## src/rtl/ks_subtractor_pipe_if.sv

```systemverilog
// Operand/result bundle for the Kogge-Stone subtractor pipeline.
// No storage; the master drives operands and out_ready, the slave returns results.
// Backpressure rides on in_ready/out_ready inside this bundle.
interface ks_subtractor_pipe_if #(
  parameter int N = 8
);
  logic         in_valid;
  logic         in_ready;
  logic [N-1:0] a;
  logic [N-1:0] b;
  logic         bin;
  logic         out_valid;
  logic         out_ready;
  logic [N-1:0] diff;
  logic         borrow;
  logic         ovf;

  modport master (
    output in_valid, a, b, bin, out_ready,
    input  in_ready, out_valid, diff, borrow, ovf
  );

  modport slave (
    input  in_valid, a, b, bin, out_ready,
    output in_ready, out_valid, diff, borrow, ovf
  );
endinterface

```

## src/rtl/ks_subtractor_pipe.sv

```systemverilog
// Pipelined a - b - bin on a Kogge-Stone prefix carry network, with borrow and signed overflow.
// Latency LAT = clog2(N) + 2 cycles from accept to out_valid; one result per cycle sustained.
// Bubble-collapsing valid/ready stages; in_ready is combinational from out_ready through the valid chain.
module ks_subtractor_pipe #(
  parameter int N = 8
) (
  input  logic               clk,
  input  logic               rst_n,
  ks_subtractor_pipe_if.slave bus
);
  localparam int LVL = $clog2(N);
  localparam int LAT = LVL + 2;

  // Stage s valid bit; stage 0 holds g/p, stages 1..LVL hold prefix levels, stage LAT-1 holds results.
  logic [LAT-1:0] r_vld;
  // Stage s may load this cycle: it is empty, or every stage downstream of it moves.
  logic [LAT-1:0] w_ld;

  // Per-stage datapath registers, indexed by stage 0..LVL.
  logic [N-1:0] r_g  [LVL+1];  // group generate (bit 0 already includes carry-in)
  logic [N-1:0] r_pg [LVL+1];  // group propagate
  logic [N-1:0] r_p  [LVL+1];  // original per-bit propagate, needed for the final XOR
  logic [LVL:0] r_c0;          // carry-in = ~bin
  logic [LVL:0] r_sa;          // sign of a
  logic [LVL:0] r_sb;          // sign of b

  // Prefix level outputs, index k = level feeding stage k.
  logic [N-1:0] w_go [LVL+1];
  logic [N-1:0] w_po [LVL+1];

  // Result stage.
  logic [N-1:0] r_diff;
  logic         r_borrow;
  logic         r_ovf;
  logic [N:0]   w_cy;
  logic [N-1:0] w_diff;

  // Load enables: a stage frees up when it or any stage below it is empty, or the consumer takes.
  always_comb begin : p_ld
    logic v_free;
    w_ld = '0;
    for (int s = 0; s < LAT; s++) begin
      v_free = bus.out_ready;
      for (int j = s; j < LAT; j++) begin
        v_free = v_free | ~r_vld[j];
      end
      w_ld[s] = v_free;
    end
  end

  assign bus.in_ready  = w_ld[0];
  assign bus.out_valid = r_vld[LAT-1];
  assign bus.diff      = r_diff;
  assign bus.borrow    = r_borrow;
  assign bus.ovf       = r_ovf;

  // Valid chain: each loading stage takes the valid of the stage above (bubbles collapse).
  always_ff @(posedge clk or negedge rst_n) begin
    if (!rst_n) begin
      r_vld <= '0;
    end else begin
      if (w_ld[0]) r_vld[0] <= bus.in_valid;
      for (int s = 1; s < LAT; s++) begin
        if (w_ld[s]) r_vld[s] <= r_vld[s-1];
      end
    end
  end

  // One Kogge-Stone level per stage; span doubles each level, low positions pass through.
  always_comb begin
    for (int k = 0; k <= LVL; k++) begin
      w_go[k] = '0;
      w_po[k] = '0;
    end
    for (int k = 1; k <= LVL; k++) begin
      w_go[k] = r_g[k-1];
      w_po[k] = r_pg[k-1];
      for (int i = 0; i < N; i++) begin
        if (i >= (1 << (k - 1))) begin
          w_go[k][i] = r_g[k-1][i] | (r_pg[k-1][i] & r_g[k-1][i - (1 << (k - 1))]);
          w_po[k][i] = r_pg[k-1][i] & r_pg[k-1][i - (1 << (k - 1))];
        end
      end
    end
  end

  // Operand capture (stage 0) and prefix stages; data only moves with a valid entry.
  always_ff @(posedge clk or negedge rst_n) begin
    if (!rst_n) begin
      for (int k = 0; k <= LVL; k++) begin
        r_g[k]  <= '0;
        r_pg[k] <= '0;
        r_p[k]  <= '0;
      end
      r_c0 <= '0;
      r_sa <= '0;
      r_sb <= '0;
    end else begin
      if (bus.in_valid && w_ld[0]) begin
        // Carry-in folded into bit 0 as generate position -1 (its propagate is 0).
        r_g[0]     <= (bus.a & ~bus.b) |
                      {{(N-1){1'b0}}, (bus.a[0] ^ ~bus.b[0]) & ~bus.bin};
        r_pg[0]    <= (bus.a ^ ~bus.b) & ~{{(N-1){1'b0}}, 1'b1};
        r_p[0]     <= bus.a ^ ~bus.b;
        r_c0[0]    <= ~bus.bin;
        r_sa[0]    <= bus.a[N-1];
        r_sb[0]    <= bus.b[N-1];
      end
      for (int k = 1; k <= LVL; k++) begin
        if (w_ld[k] && r_vld[k-1]) begin
          r_g[k]  <= w_go[k];
          r_pg[k] <= w_po[k];
          r_p[k]  <= r_p[k-1];
          r_c0[k] <= r_c0[k-1];
          r_sa[k] <= r_sa[k-1];
          r_sb[k] <= r_sb[k-1];
        end
      end
    end
  end

  // Carry into bit i is the prefix generate of bit i-1; carry into bit 0 is the carry-in.
  always_comb begin
    w_cy   = {r_g[LVL], r_c0[LVL]};
    w_diff = r_p[LVL] ^ w_cy[N-1:0];
  end

  // Result stage: held stable while the consumer stalls.
  always_ff @(posedge clk or negedge rst_n) begin
    if (!rst_n) begin
      r_diff   <= '0;
      r_borrow <= 1'b0;
      r_ovf    <= 1'b0;
    end else if (w_ld[LAT-1] && r_vld[LAT-2]) begin
      r_diff   <= w_diff;
      r_borrow <= ~w_cy[N];
      r_ovf    <= (r_sa[LVL] ^ r_sb[LVL]) & (w_diff[N-1] ^ r_sa[LVL]);
    end
  end
endmodule

```

## src/flat_wrapper.sv

```systemverilog
// flat-port wrapper written by rule: the top's interface ports become plain ports
module ks_subtractor_pipe_flat 
#(
  parameter int N = 8
)
  (clk, rst_n, bus_in_valid, bus_a, bus_b, bus_bin, bus_out_ready, bus_in_ready, bus_out_valid, bus_diff, bus_borrow, bus_ovf);
  ks_subtractor_pipe_if #(.N(N)) bus_i ();
  input  logic clk;
  input  logic rst_n;
  input wire logic [$bits(bus_i.in_valid)-1:0] bus_in_valid;
  input wire logic [$bits(bus_i.a)-1:0] bus_a;
  input wire logic [$bits(bus_i.b)-1:0] bus_b;
  input wire logic [$bits(bus_i.bin)-1:0] bus_bin;
  input wire logic [$bits(bus_i.out_ready)-1:0] bus_out_ready;
  output wire logic [$bits(bus_i.in_ready)-1:0] bus_in_ready;
  output wire logic [$bits(bus_i.out_valid)-1:0] bus_out_valid;
  output wire logic [$bits(bus_i.diff)-1:0] bus_diff;
  output wire logic [$bits(bus_i.borrow)-1:0] bus_borrow;
  output wire logic [$bits(bus_i.ovf)-1:0] bus_ovf;
  assign bus_i.in_valid = bus_in_valid;
  assign bus_i.a = bus_a;
  assign bus_i.b = bus_b;
  assign bus_i.bin = bus_bin;
  assign bus_i.out_ready = bus_out_ready;
  assign bus_in_ready = bus_i.in_ready;
  assign bus_out_valid = bus_i.out_valid;
  assign bus_diff = bus_i.diff;
  assign bus_borrow = bus_i.borrow;
  assign bus_ovf = bus_i.ovf;
  ks_subtractor_pipe #(.N(N)) u_core (.clk(clk), .rst_n(rst_n), .bus(bus_i));
endmodule
```

## config.mk

```make
export PLATFORM = sky130hd
export DESIGN_NAME = ks_subtractor_pipe_flat
export DESIGN_NICKNAME = d
export VERILOG_FILES = /design/src/rtl/ks_subtractor_pipe_if.sv /design/src/rtl/ks_subtractor_pipe.sv /design/src/flat_wrapper.sv
export SDC_FILE = /design/constraint.sdc
export NUM_CORES = 1
export LEC_CHECK = 0
export ABC_AREA = 1
export ABC_CLOCK_PERIOD_IN_PS = 2910
export CAP_MARGIN = 30
export CORE_ASPECT_RATIO = 1.2
export CORE_MARGIN = 8
export CORE_UTILIZATION = 62
export CTS_CLUSTER_DIAMETER = 60
export DETAILED_ROUTE_END_ITERATION = 8
export PLACE_DENSITY = 0.92
export SYNTH_ARGS = -nofsm -noshare
export SYNTH_HDL_FRONTEND = slang
export SYNTH_SLANG_ARGS = --single-unit
```

## constraint.sdc

```tcl
create_clock -name clk -period 2.91 [get_ports clk]
set_input_delay 0.582 -clock clk [delete_from_list [all_inputs] [get_ports clk]]
set_output_delay 0.582 -clock clk [all_outputs]
set_load 0.005 [all_outputs]
```

=== Yosys cells after proc, flatten, opt, wreduce, memory -nomap -nowiden ===
Cells that the tools add are included.

* Bitwise logic cells: 77
* Reduce and logical (&&, ||, !) cells: 5

{| class="wikitable"
|+ Operator list
! kind !! count
|-
| OR 1 bit || 32
|-
| bitwise AND 1 bit || 29
|-
| XOR 8 bit || 2
|-
| bitwise AND 8 bit || 1
|-
| NOT 1 bit || 8
|-
| NOT 8 bit || 1
|-
| OR 8 x 1 -> 8 bit || 1
|-
| logical AND 1 bit || 5
|-
| XOR 1 bit || 3
|}

* Flip-flop bits (word level): 108
* Logic and storage cells: 113

=== Depth between registers and ports, before layout ===
Gate-level depths: netlist of run 1.

* Depth after elaboration: 7
* Gate-level depth with buffers: 9
* Gate-level depth less buffers: 7

=== Worst setup path before layout of run 1 ===
Ideal clock, no wire load.

* Kind: input-to-output
* Start point: input port bus_out_ready
* End point: output port bus_in_ready
* Arrival: 1.152 ns
* Required time: 2.328 ns
* Slack: 1.176 ns
* Cell stages on the path: 5
* Buffers on the path: 1
* Cells stage by stage: inv_1 nand3_2 nor2_2 nand3_1 buf_2

* Longest elaborated chain between the ends: 5

{| class="wikitable"
|+ RTL lines
! element !! RTL line !! source
|-
| start: declaration || flat_wrapper.sv:14 || <nowiki>input wire logic [$bits(bus_i.out_ready)-1:0] bus_out_ready;</nowiki>
|-
| OR 1 bit (5 in a row) || ks_subtractor_pipe.sv:45 || <nowiki>v_free = v_free | ~r_vld[j];</nowiki>
|-
| end: declaration || flat_wrapper.sv:15 || <nowiki>output wire logic [$bits(bus_i.in_ready)-1:0] bus_in_ready;</nowiki>
|}

No other way between the ends.

=== Worst setup path in the final report of run 1 ===
Same ends and word-level chain as after synthesis.

==> out/results.ini, run 1 <==
[floorplanning]
die_area_mm2=0.00949
chipWidth_um=90.3
ios=33
die_h_um=105
start_util=0.640
fp-row-count=32
core_mm2=0.00641

[clocking]
post_cts_buffers=0
clk_pin_slew_ns=0.09
cts_tree=yes
ctsHoldBuffers=0
clk_path_buf_depth=2
cts_made_buffers=9
clkSinkCount=101
htreeDepth=3
root_buffer=clkbuf_8
cts_resized=0
clock_latency_ns=0.36

[yosys]
yosys_warnings=0
synth.cell_area_mm2=0.00410
netlist_instances=449
avgSynthCellArea_um2=9.14
yosysSeqAreaShare=0.616
ys_types=19
ys_ff_latch=101
synth_nets=478

[grt]
grt_overflow_total=0
antenna_found_initial=0
grt_max_degree=60
track_usage=0.179
grt_pass1_wl_um=13900
grt_pass1_vias=3087

[detailed_routing]
viasPerCell=5.35
finalWirelength_um=7840
drt_iter0_drc=202
final_antenna_net_count=0
route.detailed.drc=0
vias=3027
drtPass1Iterations=5
wl_per_cell_um=13.9

[worst_setup_path]
worstPathCellList=clkdlybuf4s50_1, inv_1, nand3_2, nor2_2, nand3_1, clkdlybuf4s50_1
arrival_ns=2.04
path_common_cell=clkdlybuf4s50_1
worst-path-max-fanout=3
critPathKind=input port to output pin
cp-end-kind=output pin
cp-start-kind=input port
required_ns=2.33
max_stage_delay_ns=0.49
worst_path_max_delay_cell=clkdlybuf4s50_1

[pwr]
powerDensity_mw_per_mm2=862
ir_worst_vdd_uv=360
p_leak_nw=2.34
fin_total_pwr_w=0.00401

[timing]
worst_slew_pin_slew_ns=0.596
setup_tns_ns=0
final.period_utilization=0.901
worst_slack_ns=0.287
rsz0062_at_grt=no
drv_slew=0
min_period_ns=2.62
timing.hold.ws_ns=0.198
slew-limit-headroom=0.602
setup_viol=0
max_freq_mhz=381
hold_violations=0
finClkSkew_ns=0.0103

[layout]
drive_above_1_share=0.0541
final_nets=506
fillCellCount=471
area_growth_pct=13.3
diodes=0
final_cells=566

[status]
status=completed

[place]
place_inst=551
place.gp.congestion=0.790
pre_cts_slack_ns=0.366
dpl.hpwl_um=5570
io_buffers=32

[hold_path]
hp-class=input port to async pin

[flow_run]
drv_cap=0

==> registers in the layout, summed over array words and instances (netlist names), 4 cells and up <==
| register | cells |
|---|---|
| u_core.r_sb | 4 |
| u_core.r_vld | 5 |
| u_core.bus.diff | 8 |
| u_core.r_p | 32 |
| u_core.r_g | 32 |
| u_core.r_pg | 10 |
| u_core.r_c0 | 4 |
| u_core.r_sa | 4 |
==> worst paths after layout <==
kind	start	to	slack [ns]	depth (start not counted)
setup / recovery	bus_out_ready	bus_in_ready	0.29	6
hold / removal	rst_n	u_core.r_pg[21]	0.20	1
setup reg to reg	u_core.r_vld[4]	u_core.r_p[26]	1.03	7
hold reg to reg	u_core.r_p[22]	u_core.r_p[22]	0.48	2
max in group asynchronous	rst_n	u_core.r_p[8]	2.04	2
min in group clk	u_core.r_p[22]	u_core.r_p[22]	0.48	2
==> cell type report <==
class	count	area (um2)	share of cell area
Sequential cell	101	2530	0.544
Multi-Input combinational cell	309	1410	0.303
Timing Repair Buffer	38	375	0.0808
Clock buffer	9	124	0.0266
Tap cell	85	106	0.0229
Inverter	18	67.6	0.0145
Clock inverter	6	41.3	0.00888
==> synthesized netlist by cell type (all sizes together) <==
cell | instances | share of area
ha | 8 | 0.024
xnor2 | 8 | 0.017
nand2 | 195 | 0.18
nand3 | 33 | 0.041
a21oi | 17 | 0.021
nor2 | 2 | 0.0024
dfrtp | 101 | 0.62
buf | 12 | 0.016
clkbuf | 9 | 0.0082
nand4 | 1 | 0.0015
a21o | 1 | 0.0018
o21ai | 44 | 0.054
inv | 18 | 0.016
==> stage by stage <==
stage          cell area (um2)  utilization
6_report                  4650        0.726
3_5_place_dp              4480        0.700
4_1_cts                   4650        0.726
5_1_grt                   4650        0.726
3_3_place_gp              4480        0.700
2_1_floorplan             4100            -
==> power by group <==
part | internal, W | total (W) | switching (W)
Clock | 0.000304 | 0.000765 | 0.000461
Sequential | 0.00185 | 0.00216 | 0.000309
Combinational | 0.000458 | 0.00108 | 0.000627
Total | 0.00261 | 0.00401 | 0.00140
==> critical path, delay by kind of cell <==
kind / cells / cell delay, ns
buffers and inverters: 3 / 1.00
and+or+nand+nor: 3 / 0.47
==> routing by layer <==
| layer | GRT usage | share of wire |
|---|---|---|
| met1 | 0.199 | 0.41 |
| met2 | 0.307 | 0.50 |
| met3 | 0.0429 | 0.054 |
| met4 | 0.103 | 0.029 |
| met5 | 0 | 0 |
==> cell usage in the layout (no fill, tap or decap) <==
cell	n
a21o_1	1
a21oi_1	17
buf_12	1
buf_4	6
clkbuf_8	9
clkdlybuf4s50_1	31
clkinv_2	2
clkinv_4	1
clkinvlp_4	3
dfrtp_1	101
ha_1	8
inv_1	18
nand2_1	193
nand2_2	2
nand3_1	32
nand3_2	1
nand4_1	1
nor2_1	1
nor2_2	1
o21ai_0	44
xnor2_1	8
==> cell families after synthesis <==
group,Yosys count,share of synthesized area
AOI/OAI and AO/OA,62,0.0762
adders and majority gates,8,0.0244
xor gates and xnor gates,8,0.0171
DFF,101,0.616
buffers and inverters,39,0.0412
and+or+nand+nor,231,0.225
Note: power is estimated with default switching activity, not from simulation.
==> inputs of run 2 (changes only) <==
--- a/config.mk
+++ b/config.mk
@@ -6,14 +6,15 @@
 export NUM_CORES = 1
 export LEC_CHECK = 0
 export ABC_AREA = 1
-export ABC_CLOCK_PERIOD_IN_PS = 2910
+export ABC_CLOCK_PERIOD_IN_PS = 2710
 export CAP_MARGIN = 30
 export CORE_ASPECT_RATIO = 1.2
 export CORE_MARGIN = 8
-export CORE_UTILIZATION = 62
+export CORE_UTILIZATION = 57
 export CTS_CLUSTER_DIAMETER = 60
 export DETAILED_ROUTE_END_ITERATION = 8
-export PLACE_DENSITY = 0.92
+export HOLD_SLACK_MARGIN = 0.08
+export PLACE_DENSITY = 0.86
 export SYNTH_ARGS = -nofsm -noshare
 export SYNTH_HDL_FRONTEND = slang
 export SYNTH_SLANG_ARGS = --single-unit
==> constraint.sdc (replaced) <==
create_clock -name clk -period 2.71 [get_ports clk]
set_input_delay 0.542 -clock clk [delete_from_list [all_inputs] [get_ports clk]]
set_output_delay 0.542 -clock clk [all_outputs]
set_load 0.005 [all_outputs]
==> out/results.ini, run 2 (same netlist as run 1, synthesis figures left out) <==
[status]
status=completed

[layout]
seqCellArea_mm2=0.00253  ; unchanged
reg_top3=u_core.r_g x32, u_core.r_p x32, u_core.r_pg x10
diodes=0  ; unchanged
layout_common_cells=nand2_1, dfrtp_1, o21ai_0, nand3_1, clkdlybuf4s50_1
fillCellCount=511  ; +8.5%
final_common_cell=nand2_1
area_growth_pct=14.9
drive_above_1_share=0.0580  ; +0.00392
multi_input_area_mm2=0.00141  ; unchanged
final_nets=507  ; +0.20%

[timing]
min_period_ns=2.48
worst_slew_pin_slew_ns=0.598  ; +0.00284 ns
hold_violations=0  ; unchanged
drv_slew=0  ; unchanged
rsz0062_at_grt=no
max_freq_mhz=403
finClkSkew_ns=0.00912  ; -0.00123 ns
setup_viol=0  ; unchanged
final.period_utilization=0.915
setup_tns_ns=0  ; unchanged
worst_slack_ns=0.231  ; -0.0556 ns
timing.hold.ws_ns=0.169  ; -0.0288 ns
slew-limit-headroom=0.600  ; -0.00190

[clocking]
root_buffer=clkbuf_8
cts_made_buffers=9  ; unchanged
cts_resized=0  ; unchanged
clk_pin_slew_ns=0.09  ; about the same
clk_path_buf_depth=2  ; unchanged
clock_latency_ns=0.36  ; about the same
post_cts_buffers=0  ; unchanged
clkSinkCount=101  ; unchanged
ctsHoldBuffers=0  ; unchanged
cts_tree=yes
htreeDepth=3  ; unchanged

[worst_setup_path]
arrival_ns=1.94  ; -0.10 ns
critPathKind=input port to output pin
worst-path-max-fanout=3  ; unchanged
worst_path_max_delay_cell=clkdlybuf4s50_1
path_common_cell=clkdlybuf4s50_1
max_stage_delay_ns=0.48  ; about the same
worstPathCellList=clkdlybuf4s50_1, inv_1, nand3_2, nor2_2, nand3_1, clkdlybuf4s50_1
cp-start-kind=input port
cp-end-kind=output pin
required_ns=2.17  ; -0.16 ns
crit_family=buffers and inverters
crit_buf_inv=3  ; unchanged

[floorplanning]
start_util=0.577  ; -0.0629
die_h_um=109  ; +3.6%
core_mm2=0.00710  ; +11%
die_area_mm2=0.0102  ; +7.3%
chipWidth_um=93.4  ; +3.5%
ios=33  ; unchanged
fp-row-count=34  ; +6.3%

[pwr]
ir_worst_vdd_uv=546  ; +51%
p_leak_nw=2.38  ; +1.5%
powerDensity_mw_per_mm2=954  ; +11%

[place]
pre_cts_slack_ns=0.268  ; -0.0984 ns
dpl.hpwl_um=5390  ; -3.3%
place.gp.congestion=0.792  ; +0.24%
io_buffers=32  ; unchanged

[detailed_routing]
top_layer_used=met4
viasPerCell=5.13  ; -4.1%
drt_iter0_drc=161  ; -20%
wl_per_cell_um=13.3  ; -4.1%
drtPass1Iterations=4  ; -1
final_antenna_net_count=0  ; unchanged
route.detailed.drc=0  ; unchanged
finalWirelength_um=7620  ; -2.9%
drt-met1-wl_um=3230  ; -0.15%
vias=2940  ; -2.9%
route.met3.wl_um=350  ; -17%
met2_length_um=3850  ; -2.7%

[grt]
grt_max_degree=52  ; -13%
grt_pass1_vias=2974  ; -3.7%
antenna_found_initial=0  ; unchanged
grt_pass1_wl_um=13100  ; -5.5%
track_usage=0.164  ; -0.0148
grt_overflow_total=0  ; unchanged

[hold_path]
hp-class=input port to async pin

[flow_run]
drv_cap=0  ; unchanged

run 2: cell types whose count changed in the layout (fill, tap and decap cells not counted), moves of 2 or more:
cell,before,now
bufinv_16,0,2
buf_4,6,8
clkinv_2,2,0
clkinvlp_4,3,1
run 2: worst register-to-register path: stages (launching register included):
cell and delay, ns:
dfrtp_1 0.41, nand3_2 0.12, nor2_2 0.16, nand3_1 0.15, buf_4 0.23, nand2_1 0.45, nand2_1 0.14, nand2_1 0.09
run 2: layout make-up:
cell class,instances,area share
timing repair buffer,39,0.0785
multi-input combinational,309,0.298
sequential,101,0.536
clock inverter,6,0.0199
clock buffer,10,0.0292
tap,90,0.0239
inverter,18,0.0143
run 2: final timing paths:
path | start | endpoint | slack, ns | depth (start not counted)
worst max-delay path | bus_out_ready | bus_in_ready | 0.23 | 6
worst min-delay path | rst_n | u_core.r_g[7] | 0.17 | 1
worst max register to register | u_core.r_vld[4] | u_core.r_p[28] | 0.91 | 7
worst min register to register | u_core.r_p[18] | u_core.r_p[10] | 0.47 | 2
max in group asynchronous | rst_n | u_core.r_sa[2] | 1.74 | 2
min in group clk | u_core.r_p[18] | u_core.r_p[10] | 0.47 | 2
run 2: routing by layer:
metal,global-route usage,vias up
met4,0.0865,0
met3,0.0379,14
li1,-,1491
met1,0.186,1364
met5,0,-
met2,0.282,71
run 2: power by group:
part	switching, W	internal [W]
registers	0.000325	0.00198
logic	0.000647	0.000490
clock network	0.000501	0.000551
total	0.00147	0.00302
run 2: through the flow:
step / cells / util / instance area (um2) / total power (W)
6_report: 573 / 0.664 / 4720 / 0.00450
5_1_grt: 573 / 0.664 / 4720 / 0.00481
4_1_cts: 573 / 0.664 / 4720 / 0.00453
3_5_place_dp: 557 / 0.631 / 4480 / 0.00346
3_3_place_gp: 557 / 0.631 / 4480 / 0.00339
2_1_floorplan: 449 / - / 4100 / 0.00304
